File: src/rtl/rc4_pkg.sv
// Shared types and widths for the RC4 datapath stages.
package rc4_pkg;

  localparam int unsigned BYTE_W = 8;

  typedef enum logic [1:0] {
    IDLE,
    RUN,
    DONE
  } xor_state_t;

endpackage

File: src/rtl/rc4_byte_fifo.sv
// Small byte FIFO buffering PRGA keystream ahead of the XOR stage.
module rc4_byte_fifo
  import rc4_pkg::*;
#(
  parameter int unsigned DEPTH = 4
) (
  input  logic              clk,
  input  logic              rst,
  input  logic              flush,
  input  logic              push,
  input  logic [BYTE_W-1:0] push_data,
  input  logic              pop,
  output logic [BYTE_W-1:0] head_data,
  output logic              full,
  output logic              empty
);

  localparam int unsigned AW = $clog2(DEPTH);
  localparam int unsigned PW = AW + 1;

  logic [BYTE_W-1:0] mem [DEPTH];
  logic [PW-1:0]     wr_ptr;
  logic [PW-1:0]     rd_ptr;

  // Extra pointer bit distinguishes full from empty when the indices match.
  always_ff @(posedge clk) begin
    if (rst || flush) begin
      wr_ptr <= '0;
      rd_ptr <= '0;
    end else begin
      if (push) wr_ptr <= wr_ptr + PW'(1);
      if (pop)  rd_ptr <= rd_ptr + PW'(1);
    end
  end

  always_ff @(posedge clk) begin
    if (push) mem[wr_ptr[AW-1:0]] <= push_data;
  end

  assign head_data = mem[rd_ptr[AW-1:0]];
  assign empty     = (wr_ptr == rd_ptr);
  assign full      = (wr_ptr[AW] != rd_ptr[AW]) &&
                     (wr_ptr[AW-1:0] == rd_ptr[AW-1:0]);

endmodule

File: src/rtl/rc4_keystream_xor.sv
// XORs buffered RC4 keystream bytes with a data stream, exactly msg_len bytes
// per message, and pulses done at the end.
module rc4_keystream_xor
  import rc4_pkg::*;
#(
  parameter int unsigned KS_DEPTH = 4,
  parameter int unsigned LEN_W    = 16
) (
  input  logic              clk,
  input  logic              rst,
  input  logic              start,
  input  logic [LEN_W-1:0]  msg_len,
  input  logic              ks_valid,
  input  logic [BYTE_W-1:0] ks_data,
  output logic              ks_ready,
  input  logic              din_valid,
  input  logic [BYTE_W-1:0] din_data,
  output logic              din_ready,
  output logic              dout_valid,
  output logic [BYTE_W-1:0] dout_data,
  input  logic              dout_ready,
  output logic              busy,
  output logic              done,
  output logic [LEN_W-1:0]  byte_cnt
);

  xor_state_t        state_q;
  xor_state_t        state_next;
  logic [LEN_W-1:0]  len_q;
  logic [LEN_W-1:0]  ks_cnt;
  logic              start_accept;
  logic              fifo_full;
  logic              fifo_empty;
  logic [BYTE_W-1:0] fifo_head;
  logic              ks_hs;
  logic              din_hs;
  logic              dout_hs;

  assign ks_hs   = ks_valid && ks_ready;
  assign din_hs  = din_valid && din_ready;
  assign dout_hs = dout_valid && dout_ready;

  rc4_byte_fifo #(
    .DEPTH (KS_DEPTH)
  ) u_ks_fifo (
    .clk       (clk),
    .rst       (rst),
    .flush     (start_accept),
    .push      (ks_hs),
    .push_data (ks_data),
    .pop       (din_hs),
    .head_data (fifo_head),
    .full      (fifo_full),
    .empty     (fifo_empty)
  );

  always_ff @(posedge clk) begin
    if (rst) state_q <= IDLE;
    else     state_q <= state_next;
  end

  // Readies depend only on registered state and dout_ready.
  always_comb begin
    state_next   = state_q;
    start_accept = 1'b0;
    ks_ready     = 1'b0;
    din_ready    = 1'b0;
    case (state_q)
      IDLE: begin
        if (start) begin
          if (msg_len != '0) begin
            start_accept = 1'b1;
            state_next   = RUN;
          end else begin
            state_next   = DONE;
          end
        end
      end
      RUN: begin
        ks_ready  = !fifo_full && (ks_cnt < len_q);
        din_ready = !fifo_empty && (!dout_valid || dout_ready);
        if (dout_hs && (byte_cnt == len_q - LEN_W'(1))) state_next = DONE;
      end
      DONE: state_next = IDLE;
      default: state_next = IDLE;
    endcase
  end

  always_ff @(posedge clk) begin
    if (rst) begin
      len_q      <= '0;
      ks_cnt     <= '0;
      byte_cnt   <= '0;
      dout_valid <= 1'b0;
      dout_data  <= '0;
      busy       <= 1'b0;
      done       <= 1'b0;
    end else begin
      busy <= (state_next == RUN);
      done <= (state_next == DONE);
      if (start_accept) begin
        len_q    <= msg_len;
        ks_cnt   <= '0;
        byte_cnt <= '0;
      end else begin
        if (ks_hs)   ks_cnt   <= ks_cnt + LEN_W'(1);
        if (dout_hs) byte_cnt <= byte_cnt + LEN_W'(1);
      end
      // Output register holds while stalled; a pop refills it in the same cycle it drains.
      if (din_hs) begin
        dout_data  <= din_data ^ fifo_head;
        dout_valid <= 1'b1;
      end else if (dout_hs) begin
        dout_valid <= 1'b0;
      end
    end
  end

endmodule

File: config.mk
export PLATFORM = sky130hd
export DESIGN_NAME = rc4_keystream_xor
export DESIGN_NICKNAME = d
export VERILOG_FILES = /design/src/rtl/rc4_pkg.sv /design/src/rtl/rc4_byte_fifo.sv /design/src/rtl/rc4_keystream_xor.sv
export SDC_FILE = /design/constraint.sdc
export NUM_CORES = 1
export LEC_CHECK = 0
export CAP_MARGIN = 20
export CORE_UTILIZATION = 50
export DETAILED_ROUTE_END_ITERATION = 8
export PLACE_DENSITY = 0.85
export SLEW_MARGIN = 15
export SYNTH_ARGS = -nofsm -noshare
export SYNTH_HDL_FRONTEND = slang
export SYNTH_SLANG_ARGS = --single-unit
File: constraint.sdc
create_clock -name clk -period 3.3 [get_ports clk]
set_clock_uncertainty 0.2 [all_clocks]
set_input_delay 0.66 -clock clk [delete_from_list [all_inputs] [get_ports clk]]
set_output_delay 0.66 -clock clk [all_outputs]
set_load 0.02 [all_outputs]
==> impl_table.tex, run 1 <==
\begin{tabular}{lr}
\hline
Metric & Value \\
\hline
\multicolumn{2}{l}{\textbf{Run status}} \\
\quad Result of the run & complete, no violations \\
\multicolumn{2}{l}{\textbf{Yosys}} \\
\quad Syn avg cell area & 9.57 sq um \\
\quad Cell count after synthesis & 517 \\
\quad Adder-Cell Fraction of Synth Area & 0.0582 \\
\quad Combinational family with the most area after synthesis & simple AND/OR/NAND/NOR gates \\
\quad Register area share after synthesis & 0.473 \\
\quad Multiplexer share of the synthesized area & 0.0425 \\
\quad Post-synthesis instance area & 4950 sq um \\
\quad Synthesized-area fraction occupied by xor and xnor cells & 0.103 \\
\quad Count of cell types in the netlist & 45 \\
\quad Number of warnings printed during yosys synthesis & 0 \\
\quad Post-synthesis share of cell area spent on and, or, nand and nor gates & 0.206 \\
\quad Register bit total from synthesis & 101 \\
\quad Top area cells in the synthesized netlist & dfxtp\_1, edfxtp\_1, nor2\_1 \\
\quad Complex-gate fraction of the synthesized area & 0.0839 \\
\quad Fraction of synthesized cell area taken by the top area cell type & 0.279 \\
\quad Net Count, Synth & 578 \\
\quad Count of flip-flops with a built-in enable after synthesis & 32 \\
\quad Share of flip-flops with an asynchronous set or reset after synthesis & 0 \\
\quad Most used flip-flop cell after synthesis & dfxtp\_1 \\
\quad Post-synth top area cell & dfxtp\_1 \\
\multicolumn{2}{l}{\textbf{Floorplan}} \\
\quad Vertical extent of the die & 101 um \\
\quad Standard-cell rows & 35 \\
\quad Area of the die & 10300 sq um \\
\quad Standard cell core area & 9420 sq um \\
\quad Width of the chip & 101 um \\
\quad Initial Util & 0.526 \\
\quad Number of top-level design ports & 67 \\
\multicolumn{2}{l}{\textbf{Layout}} \\
\quad Syn-to-layout area delta & 21.6\% \\
\quad Layout cells sized above 1 & 0.0756 \\
\quad Post-layout instance area & 6020 sq um \\
\quad Net count of the finished layout & 651 \\
\quad Antenna diodes & 0 \\
\quad Top library cells by usage in the layout, fill and taps aside & nor2\_1, dfxtp\_1, clkdlybuf4s50\_1 \\
\quad Most frequent standard cell in the layout excluding fill and tap cells & nor2\_1 \\
\multicolumn{2}{l}{\textbf{Power and ir drop}} \\
\quad Static Leak & 2.21 nW \\
\quad Switching share of total power & 0.272 \\
\quad Proportion of power drawn by the clock network & 0.316 \\
\quad Net switching power figure & 0.653 mW \\
\quad Combinational Power Share & 0.134 \\
\quad VDD IR max & 0.000278 V \\
\quad Flop pwr share & 0.550 \\
\quad Design internal power & 1.75 mW \\
\quad Sum of internal, switching and leakage power & 2.40 mW \\
\quad Pwr/cell area & 399 nW/um\^{}2 \\
\multicolumn{2}{l}{\textbf{Critical path}} \\
\quad Startpoint type of the worst setup path & register \\
\quad Crit path capture type & output pin \\
\quad Worst path buffer plus inverter count & 3 \\
\quad Max FO, Critical Path & 2 \\
\quad Crit path kind & register to output pin \\
\quad Crit path max-delay family & compound AO/OA/AOI/OAI gates \\
\quad Worst path cell trace & inv\_1, ha\_1, a21o\_1, a221o\_1, a221oi\_2, o211ai\_1, inv\_2, buf\_2 \\
\quad Length in cells of the worst reg-to-reg path & 8 \\
\quad Crit path arrival time & 2.31 ns \\
\quad Critical register-to-register path endpoint & busy\$\_SDFF\_PP0\_ \\
\quad Max stage delay on crit path & 0.35 ns \\
\quad Minimum setup slack among reg-to-reg paths & 0.38 ns \\
\quad Critical R2R Launch & len\_q[6]\$\_SDFFE\_PP0P\_ \\
\quad Library cell contributing the largest single delay on the critical path & a221o\_1 \\
\quad Data required time at the worst endpoint & 2.44 ns \\
\multicolumn{2}{l}{\textbf{Clocking}} \\
\quad \# hold bufs at CTS & 0 \\
\quad Clock tree from TritonCTS & built \\
\quad Number of levels in the clock H-tree & 3 \\
\quad Clock sink count & 101 \\
\quad Clock buffer count from CTS & 9 \\
\quad Source-to-sink clock delay at the later pin of the worst-skew pair & 0.38 ns \\
\quad Clock slew seen by the registers of the worst setup and hold paths & 0.10 ns \\
\quad Clk Tree Root Cell & clkbuf\_8 \\
\quad Bufs on Longest Clock Path & 2 \\
\multicolumn{2}{l}{\textbf{Drt}} \\
\quad Post-detailed-route via-to-cell ratio & 5.44 \\
\quad Average detailed-routed wire length per instance & 15.4 um \\
\quad Number of DRC violations after detailed routing & 0 \\
\quad Antenna Nets Post-Route & 0 \\
\quad Initial DRC count & 176 \\
\quad Detailed-route via count & 3936 \\
\quad Total iterations of the first detailed-routing run & 5 \\
\quad Total length of routed wires & 11200 um \\
\multicolumn{2}{l}{\textbf{Global routing}} \\
\quad Global-route wire length before repair & 18400 um \\
\quad Antenna violations before repair & 0 \\
\quad Total track usage & 0.234 \\
\quad Global route total overflow & 0 \\
\quad Maximum number of pins on one net before global-route repair & 31 \\
\quad Number of global-route vias before repair & 3937 \\
\multicolumn{2}{l}{\textbf{Hold path}} \\
\quad Startpoint of the most critical hold path & ks\_cnt[13]\$\_SDFFE\_PP0P\_ \\
\quad Hold Path Cell Cnt & 2 \\
\quad Endpoint of the worst hold path & ks\_cnt[13]\$\_SDFFE\_PP0P\_ \\
\quad Type of the most critical hold path & register to register \\
\multicolumn{2}{l}{\textbf{Timing}} \\
\quad Summed negative setup slack over all endpoints & 0 ns \\
\quad Final-report hold violation count & 0 \\
\quad Share of the cycle needed by the critical path after routing & 0.961 \\
\quad Transition time of the tightest slew-check pin & 0.586 ns \\
\quad Fmax & 315 MHz \\
\quad RSZ-0062 raised after global routing & no \\
\quad Final-layout worst hold slack & 0.300 ns \\
\quad Normalized max-slew margin & 0.608 \\
\quad Total of endpoints with negative setup slack in the final report & 0 \\
\quad Clock period minus final worst setup slack & 3.17 ns \\
\quad Final Max Slew Viols & 0 \\
\multicolumn{2}{l}{\textbf{Run}} \\
\quad Max-capacitance violation count & 0 \\
\multicolumn{2}{l}{\textbf{Placed design}} \\
\quad Routability congestion estimate from global placement & 0.880 \\
\quad Cell area reported after detailed placement & 5820 sq um \\
\quad Post-detailed-placement half-perimeter wirelength & 8280 um \\
\quad Total of buffers placed on input and output ports & 66 \\
\hline
\end{tabular}
-- metrics by stage --
stage               worst slack (ns)  utilization  std cells
floorplan                      0.495            -        517
global placement              0.0378        0.618        708
detailed placement            0.0486        0.618        708
CTS                           0.0459        0.638        724
global route                  0.0186        0.639        724
finish                         0.127        0.639        724
-- cell usage after synthesis (8+ instances only) --
| library cell | n |
|---|---|
| dfxtp_1 | 69 |
| a21oi_1 | 34 |
| ha_1 | 23 |
| and3_1 | 11 |
| xor2_1 | 20 |
| mux4_2 | 8 |
| clkbuf_1 | 13 |
| nor2_1 | 93 |
| edfxtp_1 | 32 |
| nor4_1 | 17 |
| xnor2_1 | 38 |
| inv_1 | 25 |
| nand3_1 | 21 |
| nor3_1 | 14 |
| nand2_1 | 32 |
-- layer usage --
metal	vias up	routed length (um)	part of all wire	global-route usage
met3	26	458	0.041	0.0393
met4	0	257	0.023	0.107
li1	1942	-	-	-
met5	-	0	0	0
met2	109	5670	0.51	0.421
met1	1859	4790	0.43	0.271
-- power by group through the flow --
stage / Sequential, mW / Clock, mW / Combinational, mW
after floorplan: 1.35 / 0 / 0.191
after global placement: 1.35 / 0 / 0.306
after detailed placement: 1.35 / 0 / 0.317
after CTS: 1.32 / 0.776 / 0.319
after global routing: 1.32 / 0.819 / 0.351
final: 1.32 / 0.759 / 0.321
-- state kept, by name, summed over array words and instances, names as in the netlist, named ones only --
signal,flops
u_ks_fifo.mem,32
byte_cnt,16
ks_cnt,16
len_q,16
dout_data,8
u_ks_fifo.rd_ptr,3
u_ks_fifo.wr_ptr,3
state_q,2
busy,1
done,1
dout_valid,1
-- area by class of cell --
type / count / area, sq um
Sequential cell: 101 / 2340
Inverter: 26 / 97.6
Timing Repair Buffer: 80 / 776
Clock buffer: 10 / 128
Fill cell: 745 / 3400
Tap cell: 129 / 161
Multi-Input combinational cell: 372 / 2450
Clock inverter: 6 / 62.6
-- logic make-up after synthesis --
logic type | count (synthesis)
compound gates | 66
xor+xnor | 58
fa+ha+maj | 23
flops | 101
buf+inv | 44
simple gates | 214
mux | 11
-- worst max-delay path by stage --
stage,startpoint,endpoint,cells past startpoint
2_1_floorplan,len_q[6]$_SDFFE_PP0P_,u_ks_fifo.mem[3][0]$_DFFE_PP_,8
3_3_place_gp,dout_ready,din_ready,4
3_5_place_dp,dout_ready,din_ready,4
4_1_cts,dout_ready,din_ready,4
5_1_grt,len_q[6]$_SDFFE_PP0P_,ks_ready,8
6_report,len_q[6]$_SDFFE_PP0P_,ks_ready,8
-- worst reg2reg max path, delay by kind of cell (launching register included) --
family	cells	cell delay, ns
XOR/XNOR	1	0.19
AO/OA/AOI/OAI	3	0.71
AND/OR/NAND/NOR	3	1.25
flip-flops	1	0.32
buffers and inverters	1	0.14
-- timing repair --
| item | CTS | global route |
|---|---|---|
| gates cloned | 0 | 0 |
| buffers inserted | 0 | 0 |
| resized for setup | 4 | 3 |
| pin swaps | 1 | 1 |
| setup endpoints to repair | 1 | 2 |
Note: power is estimated with default switching activity, not from simulation.
==> run 2, diff against run 1 <==
Settings changed: CORE_MARGIN set to 1.5, CORE_UTILIZATION 50 to 30, PLACE_DENSITY 0.85 to 0.6.
==> impl_table.tex, run 2 (synthesis gave the netlist of run 1 again) <==
\begin{tabular}{lr}
\hline
Metric & Value \\
\hline
\multicolumn{2}{l}{\textbf{Critical path}} \\
\quad Crit path kind & input port to output pin (was register to output pin) \\
\quad Critical register-to-register path endpoint & u\_ks\_fifo.mem[3][0]\$\_DFFE\_PP\_ (was busy\$\_SDFF\_PP0\_) \\
\quad Minimum setup slack among reg-to-reg paths & 0.35 ns (was 0.38 ns) \\
\quad Data required time at the worst endpoint & 2.44 ns (about the same) \\
\quad Worst setup path startpoint & dout\_ready (was len\_q[6]\$\_SDFFE\_PP0P\_) \\
\quad Worst path cell trace & clkdlybuf4s50\_1, inv\_1, a221oi\_1, clkdlybuf4s50\_1 (was inv\_1, ha\_1, a21o\_1, a221o\_1, a221oi\_2, o211ai\_1, inv\_2, buf\_2) \\
\quad Crit path arrival time & 2.30 ns (was 2.31 ns) \\
\quad Max FO, Critical Path & 3 (was 2) \\
\quad Cell repeated most along the worst path & clkdlybuf4s50\_1 \\
\quad Library cell contributing the largest single delay on the critical path & clkdlybuf4s50\_1 (was a221o\_1) \\
\quad Length in cells of the worst reg-to-reg path & 9 (was 8) \\
\quad Max stage delay on crit path & 0.68 ns (was 0.35 ns) \\
\quad Startpoint type of the worst setup path & input port (was register) \\
\quad Critical R2R Launch & len\_q[6]\$\_SDFFE\_PP0P\_ (unchanged) \\
\quad Crit path capture type & output pin (unchanged) \\
\multicolumn{2}{l}{\textbf{Clocking}} \\
\quad Clock slew seen by the registers of the worst setup and hold paths & 0.07 ns (was 0.10 ns) \\
\quad Clock tree from TritonCTS & built (unchanged) \\
\quad Number of levels in the clock H-tree & 3 (unchanged) \\
\quad Source-to-sink clock delay at the later pin of the worst-skew pair & 0.35 ns (was 0.38 ns) \\
\quad Clk Tree Root Cell & clkbuf\_16 (was clkbuf\_8) \\
\quad \# hold bufs at CTS & 0 (unchanged) \\
\quad Clock buffer count from CTS & 9 (unchanged) \\
\quad Bufs on Longest Clock Path & 2 (unchanged) \\
\quad Clock sink count & 101 (unchanged) \\
\multicolumn{2}{l}{\textbf{Floorplan}} \\
\quad Width of the chip & 131 um (was 101 um) \\
\quad Standard cell core area & 16000 sq um (was 9420 sq um) \\
\quad Area of the die & 17300 sq um (was 10300 sq um) \\
\quad Initial Util & 0.309 (was 0.526) \\
\quad Standard-cell rows & 46 (was 35) \\
\quad Number of top-level design ports & 67 (unchanged) \\
\quad Vertical extent of the die & 131 um (was 101 um) \\
\multicolumn{2}{l}{\textbf{Placed design}} \\
\quad Total of buffers placed on input and output ports & 66 (unchanged) \\
\quad Routability congestion estimate from global placement & 0.837 (was 0.880) \\
\quad Post-placement cell count & 797 (was 708) \\
\quad Post-detailed-placement half-perimeter wirelength & 8920 um (was 8280 um) \\
\multicolumn{2}{l}{\textbf{Timing}} \\
\quad Transition time of the tightest slew-check pin & 0.566 ns (was 0.586 ns) \\
\quad Total of endpoints with negative setup slack in the final report & 0 (unchanged) \\
\quad Share of the cycle needed by the critical path after routing & 0.958 (was 0.961) \\
\quad Summed negative setup slack over all endpoints & 0 ns (unchanged) \\
\quad Final Max Slew Viols & 0 (unchanged) \\
\quad Fmax & 316 MHz (was 315 MHz) \\
\quad Clock period minus final worst setup slack & 3.16 ns (was 3.17 ns) \\
\quad RSZ-0062 raised after global routing & no (unchanged) \\
\quad Final-report hold violation count & 0 (unchanged) \\
\quad Normalized max-slew margin & 0.622 (was 0.608) \\
\multicolumn{2}{l}{\textbf{Run}} \\
\quad Max-capacitance violation count & 0 (unchanged) \\
\multicolumn{2}{l}{\textbf{Drt}} \\
\quad Initial DRC count & 144 (was 176) \\
\quad Detailed-route via count & 3862 (was 3936) \\
\quad Average detailed-routed wire length per instance & 14.2 um (was 15.4 um) \\
\quad Total length of routed wires & 11600 um (was 11200 um) \\
\quad Post-detailed-route via-to-cell ratio & 4.74 (was 5.44) \\
\quad Total iterations of the first detailed-routing run & 4 (was 5) \\
\quad Antenna Nets Post-Route & 0 (unchanged) \\
\quad Number of DRC violations after detailed routing & 0 (unchanged) \\
\multicolumn{2}{l}{\textbf{Global routing}} \\
\quad Total track usage & 0.140 (was 0.234) \\
\quad Number of global-route vias before repair & 3896 (was 3937) \\
\quad Global route total overflow & 0 (unchanged) \\
\quad Global-route wire length before repair & 19300 um (was 18400 um) \\
\quad Antenna violations before repair & 0 (unchanged) \\
\quad Maximum number of pins on one net before global-route repair & 39 (was 31) \\
\multicolumn{2}{l}{\textbf{Power and ir drop}} \\
\quad Combinational Power Share & 0.118 (was 0.134) \\
\quad Pwr/cell area & 434 nW/um\^{}2 (was 399 nW/um\^{}2) \\
\quad VDD IR max & 0.000243 V (was 0.000278 V) \\
\quad Design internal power & 1.99 mW (was 1.75 mW) \\
\quad Switching share of total power & 0.264 (was 0.272) \\
\quad Proportion of power drawn by the clock network & 0.394 (was 0.316) \\
\quad Flop pwr share & 0.489 (was 0.550) \\
\quad Static Leak & 2.25 nW (was 2.21 nW) \\
\quad Net switching power figure & 0.714 mW (was 0.653 mW) \\
\multicolumn{2}{l}{\textbf{Layout}} \\
\quad Syn-to-layout area delta & 25.9\% (was 21.6\%) \\
\quad Top library cells by usage in the layout, fill and taps aside & nor2\_1, dfxtp\_1, clkdlybuf4s50\_1 (unchanged) \\
\quad Most frequent standard cell in the layout excluding fill and tap cells & nor2\_1 (unchanged) \\
\quad Flip-flop count of the largest register, all copies and words added & 32 (unchanged) \\
\quad Net count of the finished layout & 654 (was 651) \\
\quad Count of placed standard cells in the final layout, fillers left out & 814 (was 724) \\
\quad Layout cells sized above 1 & 0.0786 (was 0.0756) \\
\quad Antenna diodes & 0 (unchanged) \\
\multicolumn{2}{l}{\textbf{Hold path}} \\
\quad Type of the most critical hold path & register to register (unchanged) \\
\quad Hold Path Cell Cnt & 2 (unchanged) \\
\quad Endpoint of the worst hold path & ks\_cnt[15]\$\_SDFFE\_PP0P\_ (was ks\_cnt[13]\$\_SDFFE\_PP0P\_) \\
\quad Startpoint of the most critical hold path & ks\_cnt[15]\$\_SDFFE\_PP0P\_ (was ks\_cnt[13]\$\_SDFFE\_PP0P\_) \\
\multicolumn{2}{l}{\textbf{Run status}} \\
\quad Result of the run & complete, no violations (unchanged) \\
\hline
\end{tabular}
==> run 2: cell count changes in the layout (fill, tap and decap cells not counted), sizes merged <==
cell           change
buf                +3
dlymetal6s2s       -1
inv                +1
clkbuf             -1
clkdlybuf4s50      +1
==> run 2: layout make-up <==
cell class                      instances  area (sq um)
Fill cell                            1617          9770
Multi-Input combinational cell        372          2440
Sequential cell                       101          2340
Timing Repair Buffer                   83           783
Tap cell                              216           270
Clock buffer                            9           225
Inverter                               26          97.6
Clock inverter                          7          68.8
==> run 2: power groups by stage <==
stage | sequential [mW] | combinational [mW] | clock, mW
2_1_floorplan | 1.35 | 0.191 | 0
5_1_grt | 1.32 | 0.353 | 1.15
6_report | 1.32 | 0.318 | 1.06
3_3_place_gp | 1.35 | 0.312 | 0
3_5_place_dp | 1.35 | 0.319 | 0
4_1_cts | 1.32 | 0.321 | 1.09
==> run 2: worst max path at each step <==
stage	to	cells after the start
2_1_floorplan	u_ks_fifo.mem[3][0]$_DFFE_PP_	8
3_3_place_gp	ks_ready	8
3_5_place_dp	ks_ready	8
4_1_cts	ks_ready	8
5_1_grt	ks_ready	8
6_report	din_ready	4
==> run 2: repair_timing <==
action,4_1_cts,5_1_grt
pin swaps,0,1
endpoints found under the setup margin,1,1
buffers inserted,0,1
resized for setup,3,1
==> run 2: per-layer routing <==
metal / vias up / global-route usage / share of wire
met3: 13 / 0.0285 / 0.034
met1: 1823 / 0.174 / 0.46
met2: 72 / 0.239 / 0.49
met5: - / 0 / 0
met4: 0 / 0.0543 / 0.020
li1: 1954 / - / -
==> run 2: worst max-delay path, delay by kind of cell <==
kind / cells / cell delay [ns]
AOI/OAI and AO/OA: 1 / 0.41
buffers and inverters: 3 / 1.22
==> run 2: through the flow <==
step | utilization | power [mW] | hold slack [ns] | worst slack [ns] | area, sq um
floorplan | - | 1.54 | 0.253 | 0.495 | 4950
global placement | 0.371 | 1.66 | 0.270 | 0.0663 | 5930
detailed placement | 0.371 | 1.67 | 0.282 | 0.0398 | 5930
CTS | 0.389 | 2.73 | 0.299 | 0.00111 | 6230
global route | 0.389 | 2.82 | 0.313 | 0.0208 | 6230
finish | 0.389 | 2.70 | 0.296 | 0.139 | 6230
